===== src/rtl/seg7_scan_counter.sv =====
// seg7_scan_counter: debounced up/down decimal counter with a sequential
// double-dabble BCD converter and a multiplexed NUM_DIGITS 7-segment display.
module seg7_scan_counter #(
  parameter int NUM_DIGITS     = 4,
  parameter int CNT_WIDTH      = 14,
  parameter int DEBOUNCE_CYC   = 100000,
  parameter int SCAN_DIV       = 50000,
  parameter bit SEG_ACTIVE_LOW = 1'b1,
  parameter bit DIG_ACTIVE_LOW = 1'b1
) (
  input  logic                  i_clk,
  input  logic                  i_rst,
  input  logic                  i_countUpClicked,
  input  logic                  i_countDnClicked,
  input  logic                  i_blankLZ,
  output logic [CNT_WIDTH-1:0]  o_count,
  output logic                  o_busy,
  output logic [NUM_DIGITS-1:0] o_digitSelect,
  output logic [7:0]            o_LED
);

  localparam int BCD_W = 4 * NUM_DIGITS;
  localparam int DB_W  = $clog2(DEBOUNCE_CYC);
  localparam int PS_W  = (SCAN_DIV > 1) ? $clog2(SCAN_DIV) : 1;
  localparam int IDX_W = (NUM_DIGITS > 1) ? $clog2(NUM_DIGITS) : 1;
  localparam int IT_W  = $clog2(CNT_WIDTH);
  localparam logic [CNT_WIDTH-1:0] MAX_COUNT = CNT_WIDTH'(10 ** NUM_DIGITS - 1);

  typedef enum logic [1:0] {IDLE, SHIFT, LATCH} bcd_state_t;

  // Bit 0 is the up button, bit 1 is the down button.
  logic [1:0]            raw_btn;
  logic [1:0]            sync_a;
  logic [1:0]            sync_b;
  logic [1:0]            db_level;
  logic [1:0]            press_pulse;
  logic [DB_W-1:0]       db_cnt [2];

  logic [CNT_WIDTH-1:0]  count_q;

  bcd_state_t            state;
  logic [BCD_W-1:0]      bcd_work;
  logic [BCD_W-1:0]      bcd_adj;
  logic [CNT_WIDTH-1:0]  bin_work;
  logic [CNT_WIDTH-1:0]  snapshot;
  logic [IT_W-1:0]       iter;
  logic [BCD_W-1:0]      bcd_reg;

  logic [PS_W-1:0]       prescale;
  logic [IDX_W-1:0]      scan_idx;

  logic [3:0]            cur_nibble;
  logic                  cur_blank;
  logic [6:0]            cur_seg;
  logic [7:0]            led_next;
  logic [NUM_DIGITS-1:0] sel_next;

  assign raw_btn = {i_countDnClicked, i_countUpClicked};
  assign o_count = count_q;

  // Active-high segment pattern {g,f,e,d,c,b,a}; anything above 9 stays dark.
  function automatic logic [6:0] seg7_decode(input logic [3:0] n);
    case (n)
      4'd0:    return 7'h3F;
      4'd1:    return 7'h06;
      4'd2:    return 7'h5B;
      4'd3:    return 7'h4F;
      4'd4:    return 7'h66;
      4'd5:    return 7'h6D;
      4'd6:    return 7'h7D;
      4'd7:    return 7'h07;
      4'd8:    return 7'h7F;
      4'd9:    return 7'h6F;
      default: return 7'h00;
    endcase
  endfunction

  // Synchronise both buttons, accept a new level after DEBOUNCE_CYC differing samples, pulse on rise.
  always_ff @(posedge i_clk) begin
    if (i_rst) begin
      sync_a      <= '0;
      sync_b      <= '0;
      db_level    <= '0;
      press_pulse <= '0;
      for (int b = 0; b < 2; b++) db_cnt[b] <= '0;
    end else begin
      sync_a <= raw_btn;
      sync_b <= sync_a;
      for (int b = 0; b < 2; b++) begin
        press_pulse[b] <= 1'b0;
        if (sync_b[b] == db_level[b]) begin
          db_cnt[b] <= '0;
        end else if (db_cnt[b] == DB_W'(DEBOUNCE_CYC - 1)) begin
          db_cnt[b]      <= '0;
          db_level[b]    <= sync_b[b];
          press_pulse[b] <= sync_b[b];
        end else begin
          db_cnt[b] <= db_cnt[b] + DB_W'(1);
        end
      end
    end
  end

  // Decimal-wrapping counter; simultaneous up and down pulses cancel.
  always_ff @(posedge i_clk) begin
    if (i_rst) begin
      count_q <= '0;
    end else if (press_pulse[0] && !press_pulse[1]) begin
      count_q <= (count_q == MAX_COUNT) ? '0 : count_q + CNT_WIDTH'(1);
    end else if (press_pulse[1] && !press_pulse[0]) begin
      count_q <= (count_q == '0) ? MAX_COUNT : count_q - CNT_WIDTH'(1);
    end
  end

  // Add-3 correction of every BCD nibble that is 5 or more, ahead of the shift.
  always_comb begin
    bcd_adj = bcd_work;
    for (int d = 0; d < NUM_DIGITS; d++) begin
      if (bcd_work[4*d +: 4] >= 4'd5) bcd_adj[4*d +: 4] = bcd_work[4*d +: 4] + 4'd3;
    end
  end

  // Double-dabble sequencer: snapshot the count, shift once per cycle, then publish all digits at once.
  always_ff @(posedge i_clk) begin
    if (i_rst) begin
      state    <= IDLE;
      bcd_work <= '0;
      bin_work <= '0;
      snapshot <= '0;
      iter     <= '0;
      bcd_reg  <= '0;
      o_busy   <= 1'b0;
    end else begin
      case (state)
        IDLE: begin
          if (count_q != snapshot) begin
            bin_work <= count_q;
            bcd_work <= '0;
            snapshot <= count_q;
            iter     <= '0;
            o_busy   <= 1'b1;
            state    <= SHIFT;
          end
        end
        SHIFT: begin
          bcd_work <= {bcd_adj[BCD_W-2:0], bin_work[CNT_WIDTH-1]};
          bin_work <= {bin_work[CNT_WIDTH-2:0], 1'b0};
          iter     <= iter + IT_W'(1);
          if (iter == IT_W'(CNT_WIDTH - 1)) state <= LATCH;
        end
        LATCH: begin
          bcd_reg <= bcd_work;
          o_busy  <= 1'b0;
          state   <= IDLE;
        end
        default: begin
          o_busy <= 1'b0;
          state  <= IDLE;
        end
      endcase
    end
  end

  // Scan prescaler and digit index; the index steps once per SCAN_DIV cycles.
  always_ff @(posedge i_clk) begin
    if (i_rst) begin
      prescale <= '0;
      scan_idx <= '0;
    end else if (prescale == PS_W'(SCAN_DIV - 1)) begin
      prescale <= '0;
      scan_idx <= (scan_idx == IDX_W'(NUM_DIGITS - 1)) ? '0 : scan_idx + IDX_W'(1);
    end else begin
      prescale <= prescale + PS_W'(1);
    end
  end

  // Select the scanned digit, apply leading-zero blanking and pin polarities.
  always_comb begin
    cur_nibble = '0;
    cur_blank  = 1'b0;
    sel_next   = '0;
    for (int k = 0; k < NUM_DIGITS; k++) begin
      if (scan_idx == IDX_W'(k)) begin
        cur_nibble  = bcd_reg[4*k +: 4];
        sel_next[k] = 1'b1;
        if (k > 0) cur_blank = i_blankLZ && ((bcd_reg >> (4 * k)) == '0);
      end
    end
    cur_seg  = cur_blank ? 7'h00 : seg7_decode(cur_nibble);
    led_next = SEG_ACTIVE_LOW ? ~{1'b0, cur_seg} : {1'b0, cur_seg};
    if (DIG_ACTIVE_LOW) sel_next = ~sel_next;
  end

  // Register digit enable and segments together so they always describe the same digit.
  always_ff @(posedge i_clk) begin
    if (i_rst) begin
      o_digitSelect <= DIG_ACTIVE_LOW ? '1 : '0;
      o_LED         <= SEG_ACTIVE_LOW ? 8'hFF : 8'h00;
    end else begin
      o_digitSelect <= sel_next;
      o_LED         <= led_next;
    end
  end

endmodule


===== config.mk =====
export PLATFORM = sky130hd
export DESIGN_NAME = seg7_scan_counter
export DESIGN_NICKNAME = d
export VERILOG_FILES = /design/src/rtl/seg7_scan_counter.sv
export SDC_FILE = /design/constraint.sdc
export NUM_CORES = 1
export LEC_CHECK = 0
export CORE_ASPECT_RATIO = 1.1
export CORE_UTILIZATION = 30
export DETAILED_ROUTE_END_ITERATION = 10
export GPL_ROUTABILITY_DRIVEN = 0
export PLACE_DENSITY = 0.52
export RECOVER_POWER = 50
export SLEW_MARGIN = 20
export SYNTH_ARGS = -nofsm -noshare
export SYNTH_HDL_FRONTEND = slang
export SYNTH_SLANG_ARGS = --single-unit

===== constraint.sdc =====
create_clock -name i_clk -period 2.9 [get_ports i_clk]
set_input_delay 0.29 -clock i_clk [delete_from_list [all_inputs] [get_ports i_clk]]
set_output_delay 0.29 -clock i_clk [all_outputs]
set_load 0.02 [all_outputs]

==> results of run 1 <==
[kinds of logic (layout without fill, tap and decap cells)]
kind of cell,Yosys count,count (layout),share of synthesized area (%)
adder cells (fa/ha/maj),26,26,4.15
buffers and inverters,83,118,5.44
AND/OR/NAND/NOR,347,347,22.1
other,1,35,0.0479
XOR/XNOR,70,70,7.82
multiplexers,22,22,2.86
flip-flops,152,152,43.2
AO/OA/AOI/OAI,165,165,14.4
[metal layers]
metal / global-route usage (%) / wire length (um) / up-vias / part of all wire (%)
met5: 0 / 0 / - / 0
met4: 4.65 / 271 / 0 / 1.6
met3: 3.10 / 680 / 19 / 3.9
met2: 22.5 / 8090 / 110 / 47
met1: 17.7 / 8330 / 2891 / 48
li1: - / - / 3136 / -
[final cells by class]
cell class | instances | area, um2 | share of cell area [%]
tap | 346 | 433 | 4.74
timing repair buffer | 54 | 472 | 5.17
clock buffer | 17 | 425 | 4.66
inverter | 32 | 120 | 1.32
multi-input combinational | 665 | 4140 | 45.4
clock inverter | 15 | 155 | 1.70
sequential | 152 | 3380 | 37.1
[through the flow]
stage          setup slack [ns]  instance area (um2)  hold WS (ns)  util [%]
2_1_floorplan             0.579                 7960         0.414         -
3_3_place_gp              0.632                 8580         0.420      33.7
3_5_place_dp              0.558                 8580         0.431      33.7
4_1_cts                   0.555                 9170         0.332      36.0
5_1_grt                   0.301                 9130         0.358      35.8
6_report                  0.497                 9130         0.344      35.8
[where the power goes]
group          leakage (nW)  internal, W  switching, W
registers              1.31      0.00219     0.0000271
logic                  1.90    0.0000395     0.0000698
clock network         0.277      0.00115       0.00103
[critical path, stage by stage, from the launching register on]
cell and delay (ns):
dfxtp_1 0.66, xnor2_1 0.18, nand4_1 0.19, o41ai_1 0.48
clkbuf_1 0.52, a22o_1 0.24, a21o_1 0.07
[how the worst max path moves through the flow]
| stage | depth (start not counted) | endpoint | slack, ns |
|---|---|---|---|
| 4_1_cts | 6 | o_count[7] | 0.55 |
| 2_1_floorplan | 9 | o_count[6] | 0.58 |
| 3_5_place_dp | 7 | o_count[11] | 0.56 |
| 5_1_grt | 6 | bin_work[2] | 0.30 |
| 3_3_place_gp | 6 | o_count[12] | 0.63 |
| 6_report | 6 | bin_work[2] | 0.50 |
[placed cells by master (no fill, tap or decap), types with 12 or more instances in the layout]
master         synthesis  final
a21o_1                15     15
nor2_1                99     99
nor3_1                22     22
nand2_1               97     97
ha_1                  26     26
nor4_1                11     12
xnor2_1               37     37
edfxtp_1              34     34
clkbuf_16              0     17
conb_1                 1     35
buf_4                  4     23
nand4_1               21     21
mux2i_1               19     19
dfxtp_1              118    118
o21ai_0               35     35
a22o_1                13     13
inv_1                 31     31
and3_1                12     12
nand3_1               21     21
xor2_1                33     33
dlygate4sd3_1          0     27
a21oi_1               44     44
==> impl_metrics.toml, run 1 <==
[run_status]
outcome = "completed"

[placed_design]
portBuffers = 30
dp_hpwl_um = 11900
place_inst = 1249

[critical_path]
critPathLaunchType = "register"
setup.worst_path.start = "o_count[9]"
worst-endpoint-required_ns = 3.27
setup_cp_type = "register to register"
reg2reg_depth = 6
r2r-start = "o_count[9]"
timing.critical_path.fanout_max = 13
r2r_setup_slack_ns = 0.50
timing.critical_path.to_type = "register"
cp_data_arrival_time_ns = 2.77
r2r-end = "bin_work[2]"

[logic_synthesis]
ys_top_cells_by_area = "dfxtp_1, edfxtp_1, nor2_1, nand2_1, ha_1"
synth.cell_area_um2 = 7840
synth.distinct_cells = 77
synth_top_area_share_pct = 30.1
most_used_standard_cells_in_the_synthesized_netlist = "dfxtp_1, nor2_1, nand2_1"
synth_enable_flop_cells = 34
synth-seq-area-share_pct = 43.2
async_flop_share_pct = 0
synth.avg_cell_area_um2 = 9.05
dominant_cell_by_count_in_the_synthesized_netlist = "dfxtp_1"
yosysWarningCount = 0
synth_area_leader_cell = "dfxtp_1"
yosys_register_bits = 152
ys.flop_type = "dfxtp_1"
syn_inst = 866

[sta]
slew-limit-headroom_pct = 51.5
worstMarginPinSlew_ns = 0.720
maxClockFrequency_mhz = 416
finalHoldViolCount = 0
rsz0062_at_grt = "false"
slew_violations = 0
post-route-min-period_ns = 2.40
layout_worst_path_cycle_share_pct = 82.9
finalSetupViolations = 0
fin_tns_setup_ns = 0
fin_skew_ns = 0.00958

[final_layout]
design.final.nets = 953
area_delta_synth_final_pct = 16.5
fin_cells = 1281
drive_gt1_share_pct = 8.24
largest_reg_flops = 34
antenna_cells_inserted = 0
registers.top_by_ff_count = "db_cnt"
filler_cell_count = 2704

[clock_tree]
cts-root-to-sink-buffers = 2
post_cts_resize_count = 0
tritoncts_num_sinks = 152
tritoncts_clock_tree = "built"
clock_tree.htree_level_count = 4
cts.repair_timing.setup_buffer_count = 0
clock_pin_slew_on_the_worst_setup_and_hold_paths_ns = 0.07
holdBufCountCts = 0
cts_root_buffer = "clkbuf_16"
worst_skew_pair.late_latency_ns = 0.42
cts_buffers = 17

[worst_hold_path]
holdCritStartpoint = "i_rst"
holdPathStages = 3
worst_min_path_class = "input port to register"
min_delay_worst_endpoint = "db_level[0]"

[die]
io_pins = 32
fp.dieH_um = 172
core_area_um2 = 25500
fp.dieArea_um2 = 26800
floorplan.die.width_um = 156
initial_core_util_pct = 30.7
fp-row-count = 61

[detailed_routing]
detail_route.first_pass.iterations = 4
remaining_drc_errors = 0
num_vias = 6156
initialDrtViolationCount = 248
vias_per_cell = 4.81
route.antenna.remaining_nets = 0
wl_um = 17400
wl_per_cell_um = 13.6

[power_and_ir_drop]
leakage_nw = 3.49
post-layout-total-power_w = 0.00451
vdd_ir_drop_max_uv = 272
pwrdens_nw_per_um2 = 494

[grt]
grt_first_pass_wirelength_um = 29400
number_of_global_route_vias_before_repair = 5899
antenna_found_initial = 0
grt_util_all_layers_pct = 13.7
gr-total-overflow = 0
grt_max_degree = 29

[run]
drv_cap = 0
Note: power is estimated with default switching activity, not from simulation.
==> inputs of run 2 (changes only) <==
Clock period 2.9 ns to 2.46 ns, I/O delays scaled along.
==> impl_metrics.toml, run 2 (synthesis results as in run 1) <==
[run_status]
outcome = "complete, but fails checks"
violated_checks = "max-capacitance violations, max-slew violations"

[critical_path]
r2r-end = "o_count[12]"
timing.critical_path.to = "o_count[12]"
cp_data_arrival_time_ns = 2.57
worst-endpoint-required_ns = 2.77
timing.critical_path.fanout_max = 11
crit_slowest_cell = "or4_4"
timing.critical_path.cells = "or4_4 > o41ai_2 > buf_4 > or4_1 > a31oi_1 > a41o_1"
r2r_setup_slack_ns = 0.20
setup_cp_type = "register to register"
reg2reg_depth = 6
r2r-start = "o_count[4]"
setup.worst_path.start = "o_count[4]"
timing.critical_path.to_type = "register"
critical-path-max-stage-delay_ns = 0.67
critPathLaunchType = "register"

[final_layout]
area_delta_synth_final_pct = 19.2
finalInstanceArea_um2 = 9340
antenna_cells_inserted = 0
filler_cell_count = 2672
design.final.nets = 972
registers.top_by_ff_count = "db_cnt"
multi_input_comb_area_um2 = 4170
largest_reg_flops = 34
final_cell_mix = "dfxtp_1, nor2_1, nand2_1"
seq_area_um2 = 3380
drive_gt1_share_pct = 9.85
layout_commonest_cell = "dfxtp_1"

[clock_tree]
cts-root-to-sink-buffers = 2
cts_buffers = 17
cts_root_buffer = "clkbuf_16"
post_cts_resize_count = 0
tritoncts_clock_tree = "built"
cts.repair_timing.setup_buffer_count = 0
worst_skew_pair.late_latency_ns = 0.41
clock_pin_slew_on_the_worst_setup_and_hold_paths_ns = 0.06
holdBufCountCts = 0
clock_tree.htree_level_count = 4
tritoncts_num_sinks = 152

[detailed_routing]
route.antenna.remaining_nets = 0
num_vias = 6205
remaining_drc_errors = 0
wl_per_cell_um = 13.6
initialDrtViolationCount = 232
detail_route.first_pass.iterations = 4
vias_per_cell = 4.77
wl_um = 17700

[power_and_ir_drop]
pwrdens_nw_per_um2 = 591
power_frac_seq_pct = 47.4
portion_of_total_power_attributed_to_the_clock_network_pct = 50.3
switching_share_pct = 21.5
comb_power_share_pct = 2.3
net-switching-power_w = 0.00119
leakage_nw = 3.59
vdd_ir_drop_max_uv = 403
cellInternalPower_w = 0.00434

[grt]
grt.met1_usage_pct = 17.2
number_of_global_route_vias_before_repair = 5975
use_met2_pct = 23.7
gr-total-overflow = 0
grt_first_pass_wirelength_um = 29500
antenna_found_initial = 0
gr-max-usage-layer = "met2"
grt_util_all_layers_pct = 13.8
grt_max_degree = 34
grtUsageMet3_pct = 3.17

[sta]
finalSetupViolations = 0
fin_skew_ns = 0.00758
finalHoldViolCount = 0
slew-limit-headroom_pct = -5.00
post-route-min-period_ns = 2.26
rsz0062_at_grt = "false"
maxClockFrequency_mhz = 442
worstMarginPinSlew_ns = 1.57
slew_violations = 34
fin_tns_setup_ns = 0
layout_worst_path_cycle_share_pct = 91.9

[die]
fp.dieH_um = 172
fp.dieArea_um2 = 26800
core_area_um2 = 25500
initial_core_util_pct = 30.7
fp-row-count = 61
floorplan.die.width_um = 156
io_pins = 32

[run]
drv_cap = 1

[placed_design]
dp_hpwl_um = 12200
portBuffers = 30
placedInstanceArea_um2 = 8740

[worst_hold_path]
holdCritStartpoint = "i_rst"
holdPathStages = 4
worst_min_path_class = "input port to register"
[run 2: cell types whose count changed in the layout (fill, tap and decap cells not counted), moves of 2 or more]
| cell | before | now |
|---|---|---|
| dlygate4sd3_1 | 27 | 23 |
| clkinvlp_4 | 3 | 5 |
| buf_4 | 23 | 38 |
| inv_8 | 5 | 0 |
| bufinv_16 | 0 | 4 |
| clkdlybuf4s50_1 | 2 | 6 |
| clkinv_8 | 2 | 0 |
| clkbuf_1 | 1 | 4 |
| inv_6 | 5 | 3 |
[run 2: worst min path at each step]
stage | end | slack [ns]
2_1_floorplan | sync_a[0] | 0.37
3_3_place_gp | sync_b[1] | 0.42
3_5_place_dp | sync_b[1] | 0.42
4_1_cts | o_count[13] | 0.30
5_1_grt | o_count[13] | 0.32
6_report | o_count[13] | 0.31
[run 2: per-layer routing]
metal / share of wire [%] / up-vias
met4: 1.1 / 0
met2: 47 / 86
met3: 3.2 / 14
met1: 48 / 2928
li1: - / 3177
met5: 0 / -
[run 2: power by group through the flow]
| stage | registers [W] | logic [W] | clock network (W) |
|---|---|---|---|
| final | 0.00262 | 0.000129 | 0.00278 |
| after detailed placement | 0.00267 | 0.000134 | 0 |
| after floorplan | 0.00267 | 0.0000854 | 0 |
| after global placement | 0.00267 | 0.000133 | 0 |
| after global routing | 0.00262 | 0.000146 | 0.00297 |
| after CTS | 0.00262 | 0.000134 | 0.00285 |
[run 2: stage by stage]
step | util [%] | power (W) | worst slack, ns | hold WS (ns) | cells
floorplan | - | 0.00276 | 0.139 | 0.374 | 900
global placement | 34.3 | 0.00281 | 0.253 | 0.418 | 1268
detailed placement | 34.3 | 0.00281 | 0.217 | 0.423 | 1268
CTS | 36.7 | 0.00560 | 0.208 | 0.296 | 1300
global route | 36.7 | 0.00574 | 0.0416 | 0.318 | 1300
finish | 36.7 | 0.00552 | 0.198 | 0.313 | 1300
[run 2: final cells by class]
| cell class | instances | area share (%) |
|---|---|---|
| multi-input cells | 665 | 44.6 |
| inverters | 32 | 1.29 |
| clock buffers | 18 | 4.59 |
| flip-flops and latches | 152 | 36.2 |
| repair buffers | 73 | 6.60 |
| well taps | 346 | 4.63 |
| clock inverters | 14 | 2.10 |
[run 2: worst max-delay path, delay by kind of cell, from the launching register on]
family,cells,cell delay (ns)
AND/OR/NAND/NOR,2,0.80
AO/OA/AOI/OAI,3,0.71
buffers and inverters,1,0.25
flip-flops,1,0.39
==> inputs of run 3 (changes only) <==
Settings changed: DONT_BUFFER_PORTS set to 1, PLACE_DENSITY 0.52 to 0.44.
==> impl_metrics.toml, run 3 (synthesis results as in run 1) <==
[clock_tree]
worst_skew_pair.late_latency_ns = 0.43
cts_buffers = 17
clock_pin_slew_on_the_worst_setup_and_hold_paths_ns = 0.06
tritoncts_num_sinks = 152
clock_tree.htree_level_count = 4
cts-root-to-sink-buffers = 2
cts_root_buffer = "clkbuf_16"
tritoncts_clock_tree = "built"
post_cts_resize_count = 0

[critical_path]
setup.worst_path.start = "scan_idx[1]"
timing.critical_path.to_type = "register"
setup_cp_type = "register to register"
r2r-start = "scan_idx[1]"
worstPathBufferInverterCount = 1
r2r_setup_slack_ns = 0.27
crit_slowest_cell = "o221ai_1"
worst-endpoint-required_ns = 2.82
timing.critical_path.cells = "inv_1 > ha_1 > nand3b_1 > a221o_1 > and2_1 > o221ai_1 > a31o_2"
critical-path-max-stage-delay_ns = 0.42
cp_data_arrival_time_ns = 2.55
critPathLaunchType = "register"
reg2reg_depth = 7
timing.critical_path.fanout_max = 10
r2r-end = "o_LED[2]"
worst_path_dominant_cell_family = "compound AO/OA/AOI/OAI gates"

[final_layout]
final_cell_mix = "dfxtp_1, nor2_1, nand2_1"
antenna_cells_inserted = 0
design.final.nets = 945
finalInstanceArea_um2 = 9070
filler_cell_count = 2704
area_delta_synth_final_pct = 15.7
drive_gt1_share_pct = 9.49
layout_commonest_cell = "dfxtp_1"
registers.top_by_ff_count = "db_cnt"
largest_reg_flops = 34

[run]
drv_cap = 0

[die]
fp.dieArea_um2 = 26800
fp-row-count = 61
floorplan.die.width_um = 156
fp.dieH_um = 172
initial_core_util_pct = 30.7
io_pins = 32
core_area_um2 = 25500

[worst_hold_path]
worst_min_path_class = "input port to register"
holdCritStartpoint = "i_rst"
min_delay_worst_endpoint = "press_pulse[1]"
holdPathStages = 2

[detailed_routing]
vias_per_cell = 4.79
num_vias = 6103
initialDrtViolationCount = 270
wl_per_cell_um = 14.3
detail_route.first_pass.iterations = 7
remaining_drc_errors = 0
wl_um = 18200
route.antenna.remaining_nets = 0

[placed_design]
dp_hpwl_um = 12500
placedInstanceArea_um2 = 8460
portBuffers = 0

[sta]
rsz0062_at_grt = "false"
finalHoldViolCount = 0
layout_worst_path_cycle_share_pct = 89.2
slew_violations = 0
finalSetupViolations = 0
fin_tns_setup_ns = 0
worstMarginPinSlew_ns = 0.629
post-route-min-period_ns = 2.19
maxClockFrequency_mhz = 456
slew-limit-headroom_pct = 57.9
fin_skew_ns = 0.0213

[grt]
use_met2_pct = 24.3
grt_util_all_layers_pct = 14.6
grt_max_degree = 56
grt_first_pass_wirelength_um = 30700
gr-max-usage-layer = "met2"
grt.met1_usage_pct = 18.3
number_of_global_route_vias_before_repair = 5963
antenna_found_initial = 0
grtUsageMet3_pct = 3.70
gr-total-overflow = 0

[power_and_ir_drop]
vdd_ir_drop_max_uv = 368
leakage_nw = 3.43
pwrdens_nw_per_um2 = 598

[run_status]
outcome = "completed"
==> run 3: cell count changes in the layout (fill, tap and decap cells not counted), moves of 3 or more <==
cell / change
dlygate4sd3_1: -21
buf_4: -9
clkbuf_1: +7
clkdlybuf4s50_1: -6
clkinv_4: +4
inv_6: -3
==> run 3: worst reg2reg max path, delay by kind of cell (launching register included) <==
kind / cells / cell delay, ns
AOI/OAI and AO/OA: 3 / 0.95
and+or+nand+nor: 2 / 0.45
adders and majority gates: 1 / 0.29
DFF: 1 / 0.37
buffers and inverters: 1 / 0.07
==> run 3: cell type report <==
cell class / instances / area (um2) / share of cell area [%]
multi-input cells: 665 / 4170 / 46.0
flip-flops and latches: 152 / 3380 / 37.3
well taps: 346 / 433 / 4.78
clock buffers: 17 / 425 / 4.69
repair buffers: 46 / 352 / 3.88
clock inverters: 15 / 180 / 1.99
inverters: 32 / 120 / 1.32
==> run 3: timing repair <==
action | 4_1_cts | 5_1_grt
setup buffers | 0 | 0
hold buffers | 3 | 0
endpoints found under the hold margin | 55 | 0
endpoints found under the setup margin | 0 | 0
==> run 3: per-layer routing <==
metal / wire length (um) / vias up
met4: 230 / 0
met3: 720 / 16
met1: 8610 / 2862
met2: 8630 / 94
li1: - / 3131
met5: 0 / -
==> run 3: how the worst max path moves through the flow <==
stage / endpoint / slack [ns] / cells past startpoint
5_1_grt: o_LED[2] / 0.06 / 7
3_3_place_gp: o_count[4] / 0.22 / 7
3_5_place_dp: o_LED[2] / 0.28 / 7
4_1_cts: o_LED[2] / 0.25 / 7
6_report: o_LED[2] / 0.27 / 7
2_1_floorplan: o_count[6] / 0.14 / 9
==> run 3: where the power goes <==
part	total, W	internal [W]	leakage (nW)	switching, W
Clock	0.00268	0.00160	0.275	0.00109
Sequential	0.00263	0.00259	1.31	0.0000404
Combinational	0.000109	0.0000398	1.85	0.0000687
Total	0.00542	0.00422	3.43	0.00120
==> run 3: metrics by stage <==
stage	hold slack (ns)	total power [W]	utilization [%]	cells	setup slack (ns)
after global routing	0.0428	0.00563	35.6	1273	0.0629
final	0.0542	0.00542	35.6	1273	0.267
after global placement	0.324	0.00277	33.2	1238	0.222
after CTS	0.0300	0.00551	35.7	1273	0.249
after detailed placement	0.324	0.00277	33.2	1238	0.276
after floorplan	0.374	0.00276	-	900	0.139
